--- config.mk ---
export PLATFORM = sky130hd
export DESIGN_NAME = umi_regbank_flat
export DESIGN_NICKNAME = d
export VERILOG_FILES = /design/src/rtl/umi_regbank_pkg.sv /design/src/rtl/umi_regbank_if.sv /design/src/rtl/umi_regbank_cnt.sv /design/src/rtl/umi_regbank.sv /design/src/flat_wrapper.sv
export SDC_FILE = /design/constraint.sdc
export NUM_CORES = 1
export LEC_CHECK = 0
export CORE_ASPECT_RATIO = 0.6
export CORE_MARGIN = 3
export CORE_UTILIZATION = 59
export CTS_CLUSTER_SIZE = 14
export DETAILED_ROUTE_END_ITERATION = 10
export PLACE_DENSITY = 0.81
export SLEW_MARGIN = 20
export SYNTH_ARGS = -nofsm -noshare
export SYNTH_HDL_FRONTEND = slang
export SYNTH_SLANG_ARGS = --single-unit
export TNS_END_PERCENT = 10
--- constraint.sdc ---
create_clock -name clk -period 15.5 [get_ports clk]
set_input_delay 3.1 -clock clk [delete_from_list [all_inputs] [get_ports clk]]
set_output_delay 3.1 -clock clk [all_outputs]
set_load 0.01 [all_outputs]
--- src/rtl/umi_regbank_pkg.sv ---
// umi_regbank shared definitions: word offsets, CTRL/STATUS bit
// positions and the default ID value.
package umi_regbank_pkg;

    // Word offsets (reg_addr[7:2])
    localparam logic [5:0] ID           = 6'h00;
    localparam logic [5:0] CTRL         = 6'h01;
    localparam logic [5:0] STATUS       = 6'h02;
    localparam logic [5:0] COUNT        = 6'h03;
    localparam logic [5:0] COMPARE      = 6'h04;
    localparam logic [5:0] SCRATCH_BASE = 6'h08;

    // CTRL bits
    localparam int CTRL_CNT_EN = 0;
    localparam int CTRL_IRQ_EN = 1;

    // STATUS bits
    localparam int ST_OVF = 0;
    localparam int ST_EVT = 1;
    localparam int ST_CMP = 2;

    localparam logic [31:0] IDVAL_DEF = 32'h554D_4901;

endpackage

--- src/rtl/umi_regbank_if.sv ---
// Simple register port: addr/read/write/wrdata from the master,
// registered rddata back from the slave.
interface umi_regbank_if #(
    parameter int RW = 32,
    parameter int AW = 64
);
    logic [AW-1:0] reg_addr;
    logic          reg_read;
    logic          reg_write;
    logic [RW-1:0] reg_wrdata;
    logic [RW-1:0] reg_rddata;

    modport master (
        output reg_addr, reg_read, reg_write, reg_wrdata,
        input  reg_rddata
    );

    modport slave (
        input  reg_addr, reg_read, reg_write, reg_wrdata,
        output reg_rddata
    );
endinterface

--- src/rtl/umi_regbank_cnt.sv ---
// Loadable free-running counter plus compare register.
// Ports: en_i/load_i/load_val_i drive COUNT, cmp_wr_i/cmp_val_i load
// COMPARE; count_o/compare_o are the register values; wrap_o and
// match_o are this cycle's ovf/cmp set requests.
module umi_regbank_cnt #(
    parameter int RW = 32
) (
    input  logic          clk,
    input  logic          reset,
    input  logic          en_i,
    input  logic          load_i,
    input  logic [RW-1:0] load_val_i,
    input  logic          cmp_wr_i,
    input  logic [RW-1:0] cmp_val_i,
    output logic [RW-1:0] count_o,
    output logic [RW-1:0] compare_o,
    output logic          wrap_o,
    output logic          match_o
);

    logic [RW-1:0] count_q, count_d;
    logic [RW-1:0] compare_q, compare_d;

    always_comb begin
        count_d = count_q;
        if (load_i) begin
            count_d = load_val_i;
        end else if (en_i) begin
            count_d = count_q + RW'(1);
        end
    end

    always_comb begin
        compare_d = compare_q;
        if (cmp_wr_i) begin
            compare_d = cmp_val_i;
        end
    end

    always_ff @(posedge clk or posedge reset) begin
        if (reset) begin
            count_q   <= '0;
            compare_q <= '1;
        end else begin
            count_q   <= count_d;
            compare_q <= compare_d;
        end
    end

    // A load replaces the increment, so it cannot wrap.
    assign wrap_o    = en_i & ~load_i & (&count_q);
    // Compares the pre-increment value; a load alone never matches.
    assign match_o   = en_i & (count_q == compare_q);
    assign count_o   = count_q;
    assign compare_o = compare_q;

endmodule

--- src/rtl/umi_regbank.sv ---
// Control/status register bank: ID, CTRL, W1C STATUS, counter with
// compare, scratch words. Ports: clk, reset (async, active high),
// bus (register port slave), event_in (sync event), irq (level).
module umi_regbank
    import umi_regbank_pkg::*;
#(
    parameter int            RW       = 32,
    parameter int            AW       = 64,
    parameter int            NSCRATCH = 8,
    parameter logic [RW-1:0] IDVAL    = RW'(IDVAL_DEF)
) (
    input  logic         clk,
    input  logic         reset,
    umi_regbank_if.slave bus,
    input  logic         event_in,
    output logic         irq
);

    logic [5:0]    off;
    logic [2:0]    sidx;
    logic          sel_id, sel_ctrl, sel_st, sel_cnt, sel_cmp, sel_scr;
    logic          we;

    logic [1:0]    ctrl_q, ctrl_d;
    logic [2:0]    status_q, status_d;
    logic [2:0]    st_set, st_clr;
    logic          evt_q;
    logic          irq_q, irq_d;
    logic [RW-1:0] rddata_q, rd_val;
    logic [RW-1:0] scratch_q [NSCRATCH];

    logic [RW-1:0] count, compare;
    logic          wrap, match;

    // Only the word-select bits take part in decode.
    logic unused_addr;
    assign unused_addr = ^{bus.reg_addr[AW-1:8], bus.reg_addr[1:0]};

    assign off  = bus.reg_addr[7:2];
    assign sidx = off[2:0];
    assign we   = bus.reg_write;

    assign sel_id   = (off == ID);
    assign sel_ctrl = (off == CTRL);
    assign sel_st   = (off == STATUS);
    assign sel_cnt  = (off == COUNT);
    assign sel_cmp  = (off == COMPARE);
    assign sel_scr  = (off[5:3] == SCRATCH_BASE[5:3])
                    && (int'(sidx) < NSCRATCH);

    umi_regbank_cnt #(.RW(RW)) u_cnt (
        .clk        (clk),
        .reset      (reset),
        .en_i       (ctrl_q[CTRL_CNT_EN]),
        .load_i     (we & sel_cnt),
        .load_val_i (bus.reg_wrdata),
        .cmp_wr_i   (we & sel_cmp),
        .cmp_val_i  (bus.reg_wrdata),
        .count_o    (count),
        .compare_o  (compare),
        .wrap_o     (wrap),
        .match_o    (match)
    );

    always_comb begin
        ctrl_d = ctrl_q;
        if (we && sel_ctrl) begin
            ctrl_d = bus.reg_wrdata[1:0];
        end
    end

    // Hardware sets are OR'ed in after the clear so they win.
    always_comb begin
        st_set         = '0;
        st_set[ST_OVF] = wrap;
        st_set[ST_EVT] = event_in & ~evt_q;
        st_set[ST_CMP] = match;
        st_clr         = (we && sel_st) ? bus.reg_wrdata[2:0] : 3'b000;
        status_d       = (status_q & ~st_clr) | st_set;
        irq_d          = ctrl_d[CTRL_IRQ_EN] & (|status_d);
    end

    always_comb begin
        rd_val = '0;
        unique case (1'b1)
            sel_id:   rd_val = IDVAL;
            sel_ctrl: rd_val = RW'(ctrl_q);
            sel_st:   rd_val = RW'(status_q);
            sel_cnt:  rd_val = count;
            sel_cmp:  rd_val = compare;
            sel_scr:  rd_val = scratch_q[sidx];
            default:  rd_val = '0;
        endcase
    end

    always_ff @(posedge clk or posedge reset) begin
        if (reset) begin
            ctrl_q   <= '0;
            status_q <= '0;
            evt_q    <= 1'b0;
            irq_q    <= 1'b0;
            rddata_q <= '0;
        end else begin
            ctrl_q   <= ctrl_d;
            status_q <= status_d;
            evt_q    <= event_in;
            irq_q    <= irq_d;
            if (bus.reg_read) begin
                rddata_q <= rd_val;
            end
        end
    end

    always_ff @(posedge clk or posedge reset) begin
        if (reset) begin
            for (int i = 0; i < NSCRATCH; i++) begin
                scratch_q[i] <= '0;
            end
        end else if (we && sel_scr) begin
            scratch_q[sidx] <= bus.reg_wrdata;
        end
    end

    assign bus.reg_rddata = rddata_q;
    assign irq            = irq_q;

endmodule

--- src/flat_wrapper.sv ---
// flat-port wrapper written by rule: the top's interface ports become plain ports
module umi_regbank_flat import umi_regbank_pkg::*;
#(
    parameter int            RW       = 32,
    parameter int            AW       = 64,
    parameter int            NSCRATCH = 8,
    parameter logic [RW-1:0] IDVAL    = RW'(IDVAL_DEF)
)
  (clk, reset, event_in, irq, bus_reg_addr, bus_reg_read, bus_reg_write, bus_reg_wrdata, bus_reg_rddata);
  umi_regbank_if #(.RW(RW), .AW(AW)) bus_i ();
  input  logic clk;
  input  logic reset;
  input  logic event_in;
  output logic irq;
  input wire logic [$bits(bus_i.reg_addr)-1:0] bus_reg_addr;
  input wire logic [$bits(bus_i.reg_read)-1:0] bus_reg_read;
  input wire logic [$bits(bus_i.reg_write)-1:0] bus_reg_write;
  input wire logic [$bits(bus_i.reg_wrdata)-1:0] bus_reg_wrdata;
  output wire logic [$bits(bus_i.reg_rddata)-1:0] bus_reg_rddata;
  assign bus_i.reg_addr = bus_reg_addr;
  assign bus_i.reg_read = bus_reg_read;
  assign bus_i.reg_write = bus_reg_write;
  assign bus_i.reg_wrdata = bus_reg_wrdata;
  assign bus_reg_rddata = bus_i.reg_rddata;
  umi_regbank #(.RW(RW), .AW(AW), .NSCRATCH(NSCRATCH), .IDVAL(IDVAL)) u_core (.clk(clk), .reset(reset), .bus(bus_i), .event_in(event_in), .irq(irq));
endmodule
==> qor.txt <==
Final setup fails = 0
Cells after synthesis = 1237
Post-CTS setup buffers = 0
Vias per cell = 6.51
Filler cells = 1929
Initial DRC Count = 1031
Max rail drop VDD = 0.101 mV
Tmin final = 5.91 ns
Die W = 225 µm
Cell variety after synth = 56
Gr usage total = 0.270
Initial antenna violation count = 0
Routed WL = 40500 µm
Post-Layout Cell Count = 1638
Final nets = 1347
HP Start = u_core.bus.reg_rddata[1]$_DFFE_PP0P_
Register area = 0.00902 mm²
Die area = 0.0310 mm²
Status = complete, no violations
Reg2reg end = u_core.irq$_DFF_PP0_
Post-synth EDFFs = 0
Max-slew violations = 0
CTS Buf Count = 34
LEAKAGE = 8.39 nW
Clk sinks = 359
Clk root buf = clkbuf_16
Share of cells above drive strength 1 = 0.391
DRC Markers = 0
Post-DRT Antenna Nets = 0
CTS H-tree depth = 2
Setup TNS = 0 ns
Port bufs = 75
Period utilization = 0.381
Worst hold path type = flip-flop to flip-flop
Largest net degree at the start of global routing = 121
Routed WL per cell = 24.7 µm
Slew margin rel. = 0.238
Reg2Reg Depth = 5
R2r setup slk = 13.17 ns
Synth async-reset ratio = 1.00
Grt ovf = 0
Post-synth top flop = dfrtp_1
RSZ-0062 raised after global routing = false
Flop pwr share = 0.492
Clk pwr share = 0.346
Worst setup path class = input pin to flip-flop
PwrDens = 130 mW/mm²
Global-route wire length before repair = 63400 µm
Core region area = 0.0279 mm²
Clock buffer depth = 3
Fin area = 0.0189 mm²
CTS tree = built
Synthesized area = 0.0170 mm²
Max Cap Viol = 0
Pre-antenna DRT Iters = 6
Vias = 10700
Seq cells post-synth = 359
Post_cts resized = 0
Req. time, crit path = 15.90 ns
Synth warnings = 0
Hold EP = u_core.bus.reg_rddata[1]$_DFFE_PP0P_
DP Area = 0.0177 mm²
Syn Nets = 1339
Pwr Total = 0.00245 W
Final GP Congestion = 0.928
Area Overhead vs Synth = 11.1%
CP Launch Type = input pin
# placed instances = 1575
Synthesized area per cell = 13.7 µm²
Critical path arrival = 6.31 ns
Fmax = 169 MHz
Post-CTS Hold Buffers = 0
Die height = 138 µm
Fin Clk Skew = 0.0211 ns
Net Sw Frac = 0.271
Sequential share of the synthesized area = 0.531
Hold Crit Depth = 1
Row count = 47
Worst r2r src = u_core.u_cnt.count_o[20]$_DFFE_PP0P_
Multi-input logic area = 0.00738 mm²
Power Internal = 0.00178 W
Vias in the first global route = 10900
Gate power share = 0.162
Least-Margin Pin Slew = 1.14 ns
Clk slew on worst S/H paths = 0.06 ns
Switching power total = 0.000664 W
Setup crit end kind = flip-flop
Initial Util = 0.609
Clock Latency Late Sink = 0.53 ns
Hpwl dp = 25200 µm
Crit-path max FO = 31
I/O pin cnt = 134
Ant. Diodes = 0
Final Hold Fails = 0
logic make-up (layout without fill, tap and decap cells):
family,count (synthesis),count (layout),synth area share
AND/OR/NAND/NOR,186,186,0.0562
flip-flops,359,359,0.531
XOR/XNOR,63,63,0.0324
multiplexers,388,388,0.297
buffers and inverters,124,158,0.0369
AO/OA/AOI/OAI,116,116,0.0461
adder cells (fa/ha/maj),1,1,0.000736
synth_stat cells, types with 7 or more instances:
library cell / instances / area share
dfrtp_1: 327 / 0.48
mux2_2: 323 / 0.21
nand2_1: 64 / 0.014
mux4_2: 57 / 0.075
xor2_1: 47 / 0.024
nor2_1: 42 / 0.0093
clkbuf_1: 40 / 0.0088
buf_2: 38 / 0.011
dfstp_2: 32 / 0.049
o21ai_0: 30 / 0.0088
a21oi_1: 21 / 0.0062
a222oi_1: 18 / 0.011
nand4_1: 18 / 0.0066
buf_1: 16 / 0.0035
buf_4: 16 / 0.0071
xnor2_1: 16 / 0.0082
nand3_1: 15 / 0.0044
a22oi_1: 13 / 0.0057
a31oi_1: 12 / 0.0044
and3_1: 11 / 0.0040
nor4_1: 8 / 0.0029
buf_6: 7 / 0.0046
worst max-delay path: stages:
cell             delay, ns
clkdlybuf4s50_1       0.55
nor2_1                0.29
and2_1                0.18
buf_4                 0.39
nand4_1               0.86
buf_4                 0.58
mux2_2                0.33
metal layers:
metal | vias up | track usage | wire length [µm]
met2 | 465 | 0.397 | 18000
met3 | 62 | 0.0703 | 3590
met1 | 5585 | 0.402 | 18100
met5 | - | 0 | 0
li1 | 4547 | - | -
met4 | 0 | 0.0730 | 794
cell usage in the layout, fill, tap and decap left out, types with 3 or more instances in the layout:
cell,instances
dfrtp_1,327
mux2_2,323
clkdlybuf4s50_1,71
nand2_1,59
mux4_2,57
xor2_1,47
nor2_1,42
clkbuf_16,37
dfstp_2,32
o21ai_0,30
a21oi_1,21
nand4_1,18
a222oi_1,18
xnor2_1,16
nand3_1,14
buf_4,14
a22oi_1,13
clkbuf_1,13
a31oi_1,12
and3_1,10
nor4_1,8
clkbuf_8,8
inv_1,5
nor3_1,5
nand2_2,4
mux2i_1,4
nor2b_1,3
and4_1,3
nor4_4,3
o21ai_1,3
mux4_1,3
clkinv_2,3
state kept, by name, indices dropped and copies added (netlist names):
signal                  cells
u_core.scratch_q          256
u_core.irq                  1
u_core.evt_q                1
u_core.u_cnt.compare_o     32
u_core.bus.reg_rddata      32
u_core.status_q             3
u_core.u_cnt.count_o       32
u_core.ctrl_q               2
per-stage QoR:
| stage | hold WS, ns | setup WS (ns) | utilization |
|---|---|---|---|
| after global routing | 0.508 | 9.50 | 0.677 |
| after global placement | 0.465 | 9.11 | 0.635 |
| after detailed placement | 0.467 | 9.01 | 0.635 |
| after floorplan | 0.452 | 2.49 | - |
| final | 0.497 | 9.59 | 0.677 |
| after CTS | 0.492 | 9.68 | 0.675 |
final cells by class:
type,instances,area share
clock buffers,58,0.0574
clock inverters,4,0.00238
inverters,6,0.00159
multi-input cells,754,0.390
flip-flops and latches,359,0.477
well taps,367,0.0243
repair buffers,90,0.0463
worst max-delay path by stage:
stage | startpoint | end | slack, ns
2_1_floorplan | reset | u_core.bus.reg_rddata[0]$_DFFE_PP0P_ | 2.49
5_1_grt | bus_reg_addr[3] | u_core.bus.reg_rddata[31]$_DFFE_PP0P_ | 9.50
6_report | bus_reg_addr[7] | u_core.scratch_q[178]$_DFFE_PP0P_ | 9.59
3_3_place_gp | bus_reg_addr[7] | u_core.scratch_q[187]$_DFFE_PP0P_ | 9.11
3_5_place_dp | bus_reg_addr[7] | u_core.scratch_q[178]$_DFFE_PP0P_ | 9.01
4_1_cts | bus_reg_addr[7] | u_core.scratch_q[178]$_DFFE_PP0P_ | 9.68
power groups by stage:
stage / clock, W / combinational (W) / sequential (W)
6_report: 0.000846 / 0.000397 / 0.00120
5_1_grt: 0.000899 / 0.000431 / 0.00122
4_1_cts: 0.000860 / 0.000396 / 0.00120
3_5_place_dp: 0 / 0.000392 / 0.00121
3_3_place_gp: 0 / 0.000378 / 0.00121
2_1_floorplan: 0 / 0.000313 / 0.00117
No activity file was read; power rests on OpenSTA's default activity.
==> variant 1 (config.mk and constraints unchanged) <==
Add an input register stage for `event_in`; this delays it by one clock. The other inputs are not delayed to match.
--- a/src/rtl/umi_regbank.sv
+++ b/src/rtl/umi_regbank.sv
@@ -16,4 +16,10 @@
     output logic         irq
 );
+
+    logic event_q;
+
+    always_ff @(posedge clk) begin
+        event_q <= event_in;
+    end
 
     logic [5:0]    off;
@@ -74,5 +80,5 @@
         st_set         = '0;
         st_set[ST_OVF] = wrap;
-        st_set[ST_EVT] = event_in & ~evt_q;
+        st_set[ST_EVT] = event_q & ~evt_q;
         st_set[ST_CMP] = match;
         st_clr         = (we && sel_st) ? bus.reg_wrdata[2:0] : 3'b000;
@@ -104,5 +110,5 @@
             ctrl_q   <= ctrl_d;
             status_q <= status_d;
-            evt_q    <= event_in;
+            evt_q    <= event_q;
             irq_q    <= irq_d;
             if (bus.reg_read) begin
Formal check against the unedited RTL: not equivalent (Yosys sat finds a counterexample within 4 cycles, from zero or initial values and one cycle with reset high).
==> variant 1 against the unedited design <==
Worst setup slack lost 0.20 ns. Area after synthesis is essentially flat. Sequential cell count grew 1. Utilization shrank 0.98 points. Final area shrank 1.2%. Power shrank 5.2%. Die area is essentially flat. Routed wire length shrank 2.8%. Critical path type unchanged. Highest routed layer unchanged.
==> variant 1: results (changes against the unedited design) <==
| Metric | Value |
|---|---|
| R2r startpoint | u_core.ctrl_q[0]$_DFFE_PP0P_ |
| Clock buffer count from CTS | 31 (-8.8%) |
| Share of the yosys chip area belonging to registers | 53.2% (+0.11 points) |
| Synth async-reset ratio | 99.7% (-0.28 points) |
| DR pass1 iterations | 9 (+3) |
| Hold WS | 0.384 ns (-0.113 ns) |
| Wirelength per Cell | 23.6 µm (-4.6%) |
| Worst slew pin tran | 1.12 ns (-0.0148 ns) |
| CTS HTree Levels | 1 (-1) |
| Synth top area cells | dfrtp_1 (48%), mux2_2 (18%), mux4_2 (8.2%) |
| Worst hold start | u_core.event_q$_DFF_P_ |
| First-pass GRT wire length | 63000 µm (-0.67%) |
| GRT Total Usage | 26.4% (-0.56 points) |
| P_comb | 0.388 mW (-2%) |
| Design Power | 2.32 mW (-5.2%) |
| Status | complete, no violations |
| Clock Skew | 0.00846 ns (-0.0127 ns) |
| Switch share | 27.4% (+0.22 points) |
| Syn_nets | 1368 (+2.2%) |
| Vias/cell | 6.37 (-2.1%) |
| LEAKAGE | 8.24 nW (-1.8%) |
| VDD IR max | 0.000102 V (+1.6%) |
| Worst skew pair latency | 0.57 ns (+0.04 ns) |
| Post-Syn Area per Cell | 13.4 µm² (-2.3%) |
| Clock network power | 0.726 mW (-14%) |
| Setup slack at placement | 8.49 ns (-0.520 ns) |
variant 1: metal layers:
layer  up-vias  GRT usage [%]  share of wire, %
met4         0           6.45               2.5
met5         -              0                 0
met3        74           4.98               6.8
met2       348           40.7                45
met1      5595           39.5                45
li1       4613              -                 -
variant 1: logic make-up after synthesis:
logic type	count (synthesis)	synth area share, %
AOI/OAI and AO/OA	110	4.41
muxes	365	28.2
DFF	360	53.2
xor gates and xnor gates	63	3.24
buffers and inverters	118	3.85
and+or+nand+nor	249	7.07
adders and majority gates	1	0.0736
variant 1: area by class of cell:
| type | count | area [µm²] | area share, % |
|---|---|---|---|
| well taps | 367 | 459 | 2.46 |
| inverters | 6 | 30.0 | 0.161 |
| clock buffers | 54 | 902 | 4.83 |
| multi-input cells | 788 | 7340 | 39.4 |
| flip-flops and latches | 360 | 9040 | 48.5 |
| diodes | 1 | 2.50 | 0.0134 |
| clock inverters | 3 | 15.0 | 0.0805 |
| repair buffers | 90 | 866 | 4.64 |
variant 1: worst max-delay path by stage:
stage | startpoint | endpoint | slack [ns]
floorplan | reset | u_core.bus.reg_rddata[0]$_DFFE_PP0P_ | 2.49
global placement | bus_reg_addr[6] | u_core.scratch_q[219]$_DFFE_PP0P_ | 8.53
detailed placement | bus_reg_addr[6] | u_core.scratch_q[217]$_DFFE_PP0P_ | 8.49
CTS | bus_reg_addr[6] | u_core.scratch_q[217]$_DFFE_PP0P_ | 9.08
global route | bus_reg_addr[6] | u_core.scratch_q[219]$_DFFE_PP0P_ | 9.25
finish | bus_reg_addr[6] | u_core.scratch_q[221]$_DFFE_PP0P_ | 9.40
variant 1: worst reg2reg max path, stage by stage (launching register included):
cell and delay [ns]:
dfrtp_1 0.65, nand3_1 0.31, nor3_2 0.42, nand4_1 0.30
nor2_1 0.21, xnor2_1 0.15, o21ai_1 0.07
==> variant 2 (same settings) <==
Made on the original files. `RW` is set to 32 in 4 places; all go to 48.
--- a/src/rtl/umi_regbank_if.sv
+++ b/src/rtl/umi_regbank_if.sv
@@ -2,5 +2,5 @@
 // registered rddata back from the slave.
 interface umi_regbank_if #(
-    parameter int RW = 32,
+    parameter int RW = 48,
     parameter int AW = 64
 );
--- a/src/rtl/umi_regbank_cnt.sv
+++ b/src/rtl/umi_regbank_cnt.sv
@@ -4,5 +4,5 @@
 // match_o are this cycle's ovf/cmp set requests.
 module umi_regbank_cnt #(
-    parameter int RW = 32
+    parameter int RW = 48
 ) (
     input  logic          clk,
--- a/src/rtl/umi_regbank.sv
+++ b/src/rtl/umi_regbank.sv
@@ -5,5 +5,5 @@
     import umi_regbank_pkg::*;
 #(
-    parameter int            RW       = 32,
+    parameter int            RW       = 48,
     parameter int            AW       = 64,
     parameter int            NSCRATCH = 8,
--- a/src/flat_wrapper.sv
+++ b/src/flat_wrapper.sv
@@ -2,5 +2,5 @@
 module umi_regbank_flat import umi_regbank_pkg::*;
 #(
-    parameter int            RW       = 32,
+    parameter int            RW       = 48,
     parameter int            AW       = 64,
     parameter int            NSCRATCH = 8,
Interface: changed (resized bus_reg_rddata and bus_reg_wrdata); port bits go from 134 to 166. The function was not compared with the original's and may differ.
==> variant 2 against the unedited design <==
Routed wire length is 57% higher. Final area is 48% higher. Area after synthesis is 48% higher. Sequential cell count is 176 higher. Power is 49% higher. Worst setup slack worse by 0.29 ns. Largest cell class unchanged. Clock skew is 0.0057 ns lower. Largest power group unchanged. Die area is 46% higher. Worst hold slack better by 0.0045 ns.
==> variant 2: results (changes against the unedited design) <==
| Metric | Value |
|---|---|
| Util after Layout | 67.9% (+0.23 points) |
| Crit path max-delay cell type | nand2_2 |
| Yosys cell types | 55 (-1.8%) |
| Slowest Stage Delay on Critical Path | 0.61 ns (-0.25 ns) |
| Placed Instance Area | 26300 µm² (+48%) |
| Syn_nets | 1948 (+45%) |
| Port Buf Inserts | 107 (+43%) |
| Final wirelength | 63400 µm (+57%) |
| Clock buffer count from CTS | 49 (+44%) |
| Fin nets | 1956 (+45%) |
| Critical Path Fanout Max | 48 (+55%) |
| LEAKAGE | 12.3 nW (+47%) |
| Clock Skew | 0.0154 ns (-0.00570 ns) |
| Cell count after placement | 2344 (+49%) |
| DR pass1 iterations | 8 (+2) |
| Pin count of the biggest net entering global routing | 198 (+64%) |
| Post-route non-filler standard cell count | 2433 (+49%) |
| Synth top cells by count | dfrtp_1 (487), mux2_2 (482), nor2_1 (124), mux4_2 (90), a21oi_1 (83) |
| VDD IR max | 0.0000968 V (-3.9%) |
| Fillers | 2820 (+46%) |
| Share of the yosys chip area belonging to registers | 53.5% (+0.45 points) |
| HPWL after DPL | 38600 µm (+53%) |
| Largest register FFs | 384 (+50%) |
| Post-Syn Area per Cell | 13.7 µm² (-0.11%) |
| Vias in the first global route | 16600 (+53%) |
| Status | complete, no violations |
| Worst slew pin tran | 1.06 ns (-0.0819 ns) |
| Via count | 15900 (+50%) |
| Synth top area cells | dfrtp_1 (48%), mux2_2 (22%), mux4_2 (8.1%) |
| Reg with most FFs | u_core.scratch_q |
| WP data arrival | 6.64 ns (+0.33 ns) |
| Worst skew pair latency | 0.57 ns (+0.04 ns) |
| GRT Total Usage | 28.2% (+1.2 points) |
| Number of DRC markers in iteration 0 | 1758 (+71%) |
-- variant 2: routing by layer --
layer | up-vias | global-route usage, % | share of wire [%]
met5 | - | 0 | 0
met4 | 0 | 6.87 | 2.3
met3 | 115 | 5.72 | 8.1
met2 | 694 | 43.6 | 46
met1 | 8444 | 41.5 | 43
li1 | 6693 | - | -
-- variant 2: cell type report --
class / count / share of cell area (%)
Inverter: 14 / 0.201
Clock inverter: 8 / 0.420
Sequential cell: 535 / 48.1
Clock buffer: 77 / 5.22
Timing Repair Buffer: 131 / 4.73
Multi-Input combinational cell: 1107 / 38.9
Tap cell: 560 / 2.50
Antenna cell: 1 / 0.00894
-- variant 2: cell families after synthesis --
kind of cell	synth area share (%)
and+or+nand+nor	5.47
muxes	29.9
DFF	53.5
AOI/OAI and AO/OA	4.62
xor gates and xnor gates	3.03
adders and majority gates	0.0498
buffers and inverters	3.45
-- variant 2: worst register-to-register path: cells and delay by family (launching register included) --
| family | cells | cell delay, ns |
|---|---|---|
| flops | 1 | 0.50 |
| fa+ha+maj | 1 | 0.29 |
| xor+xnor | 1 | 0.19 |
| compound gates | 1 | 0.08 |
| simple gates | 3 | 1.35 |
-- variant 2: worst paths after layout --
path	start	end	slack, ns	cells past startpoint
max in group asynchronous	reset	u_core.scratch_q[21]$_DFFE_PP0P_	10.04	7
min reg2reg	u_core.scratch_q[42]$_DFFE_PP0P_	u_core.scratch_q[42]$_DFFE_PP0P_	0.50	1
max reg2reg	u_core.u_cnt.count_o[0]$_DFFE_PP0P_	u_core.u_cnt.count_o[24]$_DFFE_PP0P_	12.94	6
max	bus_reg_addr[6]	u_core.scratch_q[74]$_DFFE_PP0P_	9.30	8
min in group asynchronous	reset	u_core.scratch_q[186]$_DFFE_PP0P_	2.84	2
min	u_core.scratch_q[42]$_DFFE_PP0P_	u_core.scratch_q[42]$_DFFE_PP0P_	0.50	1
-- variant 2: power breakdown --
part | internal, mW | switching, mW | total (mW)
Sequential | 1.61 | 0.185 | 1.79
Combinational | 0.327 | 0.306 | 0.633
Clock | 0.693 | 0.522 | 1.22
